==> src/rtl/sprite_plotter.sv <==
// Sprite rectangle scanner: walks a W x H sprite from a synchronous ROM and emits clipped pixel writes.
// Optional feature macro: SPRITE_TRANSPARENT_EN (colour 0 is not plotted during a draw).
module sprite_plotter #(
  parameter int         W         = 8,
  parameter int         H         = 8,
  parameter int         ADDR_W    = 6,
  parameter int         SCREEN_W  = 160,
  parameter int         SCREEN_H  = 120,
  parameter logic [2:0] BG_COLOUR = 3'b000
) (
  input  logic              clk,
  input  logic              resetn,
  input  logic              req_valid,
  output logic              req_ready,
  input  logic [7:0]        req_x,
  input  logic [6:0]        req_y,
  input  logic              req_erase,
  output logic [ADDR_W-1:0] spr_addr,
  input  logic [2:0]        spr_data,
  output logic [7:0]        vga_x,
  output logic [6:0]        vga_y,
  output logic [2:0]        vga_colour,
  output logic              vga_plot,
  output logic              done
);

  localparam int CXW = (W > 1) ? $clog2(W) : 1;
  localparam int CYW = (H > 1) ? $clog2(H) : 1;

  typedef enum logic [1:0] {S_IDLE, S_SCAN, S_FLUSH} state_t;

  state_t         state_q;
  logic [CXW-1:0] cx_q, cx_d;
  logic [CYW-1:0] cy_q, cy_d;
  logic [7:0]     ox_q;
  logic [6:0]     oy_q;
  logic           erase_q;
  logic [8:0]     px_q;
  logic [7:0]     py_q;
  logic           s1_valid_q;
  logic           ready_q, done_q, plot_q;
  logic [7:0]     x_q;
  logic [6:0]     y_q;
  logic [2:0]     colour_q;
  logic           last_pix, plot_d;
  logic [2:0]     colour_d;

  assign spr_addr = ADDR_W'(int'(cy_q) * W + int'(cx_q));

  always_comb begin
    last_pix = (cx_q == CXW'(W - 1)) && (cy_q == CYW'(H - 1));
    cx_d     = cx_q + CXW'(1);
    cy_d     = cy_q;
    if (cx_q == CXW'(W - 1)) begin
      cx_d = '0;
      cy_d = cy_q + CYW'(1);
    end
    colour_d = erase_q ? BG_COLOUR : spr_data;
    // Sums are kept one bit wider than the screen coordinates so off-screen pixels never alias.
    plot_d   = s1_valid_q && (px_q < 9'(SCREEN_W)) && (py_q < 8'(SCREEN_H));
`ifdef SPRITE_TRANSPARENT_EN
    if (!erase_q && (spr_data == 3'b000)) plot_d = 1'b0;
`endif
  end

  always_ff @(posedge clk) begin
    if (!resetn) begin
      state_q    <= S_IDLE;
      ready_q    <= 1'b1;
      done_q     <= 1'b0;
      cx_q       <= '0;
      cy_q       <= '0;
      ox_q       <= '0;
      oy_q       <= '0;
      erase_q    <= 1'b0;
      px_q       <= '0;
      py_q       <= '0;
      s1_valid_q <= 1'b0;
      plot_q     <= 1'b0;
      x_q        <= '0;
      y_q        <= '0;
      colour_q   <= '0;
    end else begin
      done_q     <= 1'b0;
      s1_valid_q <= 1'b0;
      plot_q     <= plot_d;
      x_q        <= px_q[7:0];
      y_q        <= py_q[6:0];
      colour_q   <= colour_d;
      case (state_q)
        S_IDLE: begin
          if (req_valid) begin
            ox_q    <= req_x;
            oy_q    <= req_y;
            erase_q <= req_erase;
            cx_q    <= '0;
            cy_q    <= '0;
            ready_q <= 1'b0;
            state_q <= S_SCAN;
          end
        end
        S_SCAN: begin
          px_q       <= {1'b0, ox_q} + 9'(cx_q);
          py_q       <= {1'b0, oy_q} + 8'(cy_q);
          s1_valid_q <= 1'b1;
          if (last_pix) begin
            cx_q    <= '0;
            cy_q    <= '0;
            state_q <= S_FLUSH;
          end else begin
            cx_q <= cx_d;
            cy_q <= cy_d;
          end
        end
        S_FLUSH: begin
          // The last pixel reaches the outputs on this edge, so done lines up with it.
          done_q  <= 1'b1;
          ready_q <= 1'b1;
          state_q <= S_IDLE;
        end
        default: begin
          ready_q <= 1'b1;
          state_q <= S_IDLE;
        end
      endcase
    end
  end

  assign req_ready  = ready_q;
  assign done       = done_q;
  assign vga_plot   = plot_q;
  assign vga_x      = x_q;
  assign vga_y      = y_q;
  assign vga_colour = colour_q;

endmodule

==> config.mk <==
export PLATFORM = sky130hd
export DESIGN_NAME = sprite_plotter
export DESIGN_NICKNAME = d
export VERILOG_FILES = /design/src/rtl/sprite_plotter.sv
export SDC_FILE = /design/constraint.sdc
export NUM_CORES = 1
export LEC_CHECK = 0
export CAP_MARGIN = 40
export CORE_ASPECT_RATIO = 2
export CORE_MARGIN = 3
export CORE_UTILIZATION = 40
export DETAILED_ROUTE_END_ITERATION = 8
export GPL_TIMING_DRIVEN = 0
export PLACE_DENSITY_LB_ADDON = 0.12
export SYNTH_ARGS = -nofsm -noshare
export SYNTH_HDL_FRONTEND = slang
export SYNTH_SLANG_ARGS = --single-unit
==> constraint.sdc <==
create_clock -name clk -period 1.92 [get_ports clk]
set_input_delay 0.48 -clock clk [delete_from_list [all_inputs] [get_ports clk]]
set_output_delay 0.48 -clock clk [all_outputs]
set_load 0.02 [all_outputs]
==> results.tsv <==
stage	metric	value	unit
synthesis	Yosys top cell by area	dfxtp_1	
sta	Max Fclk	538	MHz
setup_path	Critical R2R Launch	cy_q[0]	
setup_path	R2R Setup Slk	0.13	ns
die	num rows	40	
synthesis	asr flop ratio synth	0	
routing	vias per cell	4.95	
finish	antenna cells	0	
place	Cell Area, Placed	3130	sq um
setup_path	Critical Path End	spr_addr[5]	
sta	final setup vio count	0	
setup_path	worst setup path startpoint	cy_q[2]	
clocking	Reg clk slew, reported paths	0.05	ns
pwr	internal power	2.43	mW
grt	vias in the first global route	1930	
grt	global-route wire length before repair	9.36	mm
synthesis	syn avg cell area	9.82	sq um
synthesis	Synth Area in Compound Gates	0.167	
die	Core ar.	6110	sq um
die	Ports	49	
sta	worst relative slew slack	0.595	
run_status	outcome	finished, final reports clean	
place	IO Port Bufs	47	
synthesis	mux contribution to synthesized area	0	
clocking	Hold Buf Count CTS	0	
clocking	CTS Buf Count	9	
synthesis	largest family of logic cells by synthesized area	simple AND/OR/NAND/NOR gates	
worst_hold_path	cell count of the worst hold path	1	
grt	largest net degree at the start of global routing	11	
pwr	sw frac	0.229	
pwr	Design Power	3.16	mW
synthesis	Yosys cell types	42	
synthesis	Syn Std Cell Area	2550	sq um
synthesis	top_reg_cell synth	dfxtp_1	
setup_path	WP data required	1.44	ns
routing	Pre-Repair DR Iteration Count	4	
clocking	clk_lat worst skew	0.33	ns
setup_path	max incr delay on CP	0.64	ns
pwr	combinational fraction of design power	0.109	
setup_path	crit-path cells	clkdlybuf4s50_1	
die	DIE WIDTH	62.5	um
clocking	maximum root-to-sink buffer count	2	
clocking	CTS tree	built	
routing	Routed Antenna Nets	0	
pwr	P per Cell Area	932	nW/um^2
pwr	Switching Power	0.722	mW
routing	WL final	5.69	mm
finish	fin util	0.554	
setup_path	Reg2Reg Depth	7	
pwr	Clock Power Share	0.440	
sta	final hold violations	0	
finish	Final nets	352	
pwr	worst vdd ir	658	uV
setup_path	crit path max fanout	4	
synthesis	cell count after synthesis	260	
clocking	Root Buffer	clkbuf_16	
sta	PnR worst setup slack	0.0611	ns
grt	total grt overflow	0	
finish	post-route cell area	3380	sq um
grt	Total Routing Usage GR	0.166	
setup_path	CP Launch Type	flop	
setup_path	Critical Path Stages	1	
finish	share of cells above drive strength 1	0.100	
routing	detailed-route DRC error count	0	
setup_path	worst reg2reg endpoint	py_q[6]	
clocking	CTS sink count	63	
sta	TNS Setup	0	ns
setup_path	WP buf/inv	1	
job	Max Cap Viol	0	
sta	actual slew at the worst max-slew pin	0.604	ns
routing	Initial DRC Count	52	
routing	DR vias	2000	
synthesis	Seq/Total Area, Yosys	0.494	
place	GPL Wtd Cong	0.780	
pwr	Pleak	1.33	nW
synthesis	Post-Synth Simple-Gate Area	0.198	
finish	most frequent cells in the layout	63 x dfxtp_1, 46 x clkdlybuf4s50_1, 41 x nand2_1, 19 x and2_1, 11 x o21ai_0	
synthesis	Yosys reg bits	63	
synthesis	Adder-Cell Fraction of Synth Area	0.0647	
clocking	htree depth	3	
sta	fin crit share	0.968	
setup_path	Critical Path Sink Type	output port	
pwr	Seq pwr share	0.451	
setup_path	Critical-path top delay cell	clkdlybuf4s50_1	
sta	Final Skew	0.00477	ns
sta	fin crit period	1.86	ns
die	Die H	119	um
die	die area	7440	sq um
clocking	Resized cells post-CTS	0	
place	HPWL Detailed	4.14	mm
sta	RSZ-0062 raised after global routing	no	
finish	Synth-to-Final Area Change	32.5	%
finish	most common cell after layout, fill and taps aside	dfxtp_1	
sta	Slew Limit Fails	0	
synthesis	Yosys Warn Count	0	
clocking	post-CTS setup buffer count	0	
grt	initial antenna violation count	0	
setup_path	Worst Path Arrival	1.38	ns
place	pre-CTS WS	-0.170	ns
synthesis	number of synthesized flops with an enable pin	0	
synthesis	Synth Net Count	294	
synthesis	Area contributors post-synth	dfxtp_1 49%, nand2_1 6.0%, ha_1 4.9%	
synthesis	Post-Synth XOR/XNOR Area	0.0309	
worst_hold_path	worst hold path class	flop to flop	
synthesis	share of the synthesized area in the top cell type	0.494	
routing	DR WL/cell	14.1	um
setup_path	cell family with most CP delay	buffers and inverters	
die	initial core utilization	0.418	
setup_path	critical path type	flop to output port	
cells in the mapped netlist, drive strengths merged, types with 3 or more instances:
master / n
nor3: 3
a21oi: 10
dfxtp: 63
buf: 10
xor2: 5
nand2: 41
a2bb2oi: 3
and2: 19
nand4: 4
a21boi: 18
ha: 10
xnor2: 4
inv: 4
o21ai: 11
clkbuf: 6
nor2: 10
o22a: 3
nor2b: 9
power groups by stage:
stage | clock (mW) | sequential [mW] | combinational [mW]
final | 1.39 | 1.42 | 0.343
after global routing | 1.48 | 1.43 | 0.378
after CTS | 1.42 | 1.42 | 0.349
after detailed placement | 0 | 1.45 | 0.348
after global placement | 0 | 1.45 | 0.345
after floorplan | 0 | 1.47 | 0.173
final cells by class:
class                   count  area [sq um]
multi-input cells         177          1180
clock inverters             2          10.0
clock buffers              11           243
fillers                   572          2720
plain buffers              16           100
flip-flops and latches     63          1260
repair buffers             47           473
inverters                   4          15.0
well taps                  84           105
through the flow:
step,hold WS (ns),cells
global placement,0.435,391
CTS,0.454,404
floorplan,0.423,260
detailed placement,0.441,391
finish,0.448,404
global route,0.474,404
kinds of logic after synthesis:
| kind of cell | Yosys count |
|---|---|
| compound gates | 59 |
| flops | 63 |
| xor+xnor | 9 |
| buf+inv | 20 |
| simple gates | 97 |
| fa+ha+maj | 12 |
metal layers:
| layer | track usage | vias to the layer above | share of wire |
|---|---|---|---|
| met1 | 0.172 | 936 | 0.38 |
| li1 | - | 995 | - |
| met4 | 0.0788 | 0 | 0.027 |
| met2 | 0.294 | 58 | 0.53 |
| met3 | 0.0585 | 11 | 0.057 |
| met5 | 0 | - | 0 |
state kept, by name, indices dropped and copies added, names as in the netlist:
signal and flops:
vga_plot 1, vga_x 8, py_q 8, cy_q 3, cx_q 3, vga_colour 3, oy_q 7, erase_q 1
state_q 2, s1_valid_q 1, px_q 9, req_ready 1, ox_q 8, done 1, vga_y 7
worst min-delay path by stage:
| stage | startpoint | endpoint | slack (ns) |
|---|---|---|---|
| floorplan | py_q[3] | vga_plot | 0.42 |
| global placement | px_q[4] | vga_x[4] | 0.44 |
| detailed placement | px_q[4] | vga_x[4] | 0.44 |
| CTS | px_q[4] | vga_x[4] | 0.45 |
| global route | px_q[4] | vga_x[4] | 0.47 |
| finish | px_q[4] | vga_x[4] | 0.45 |
No activity file was read; power rests on OpenSTA's default activity.
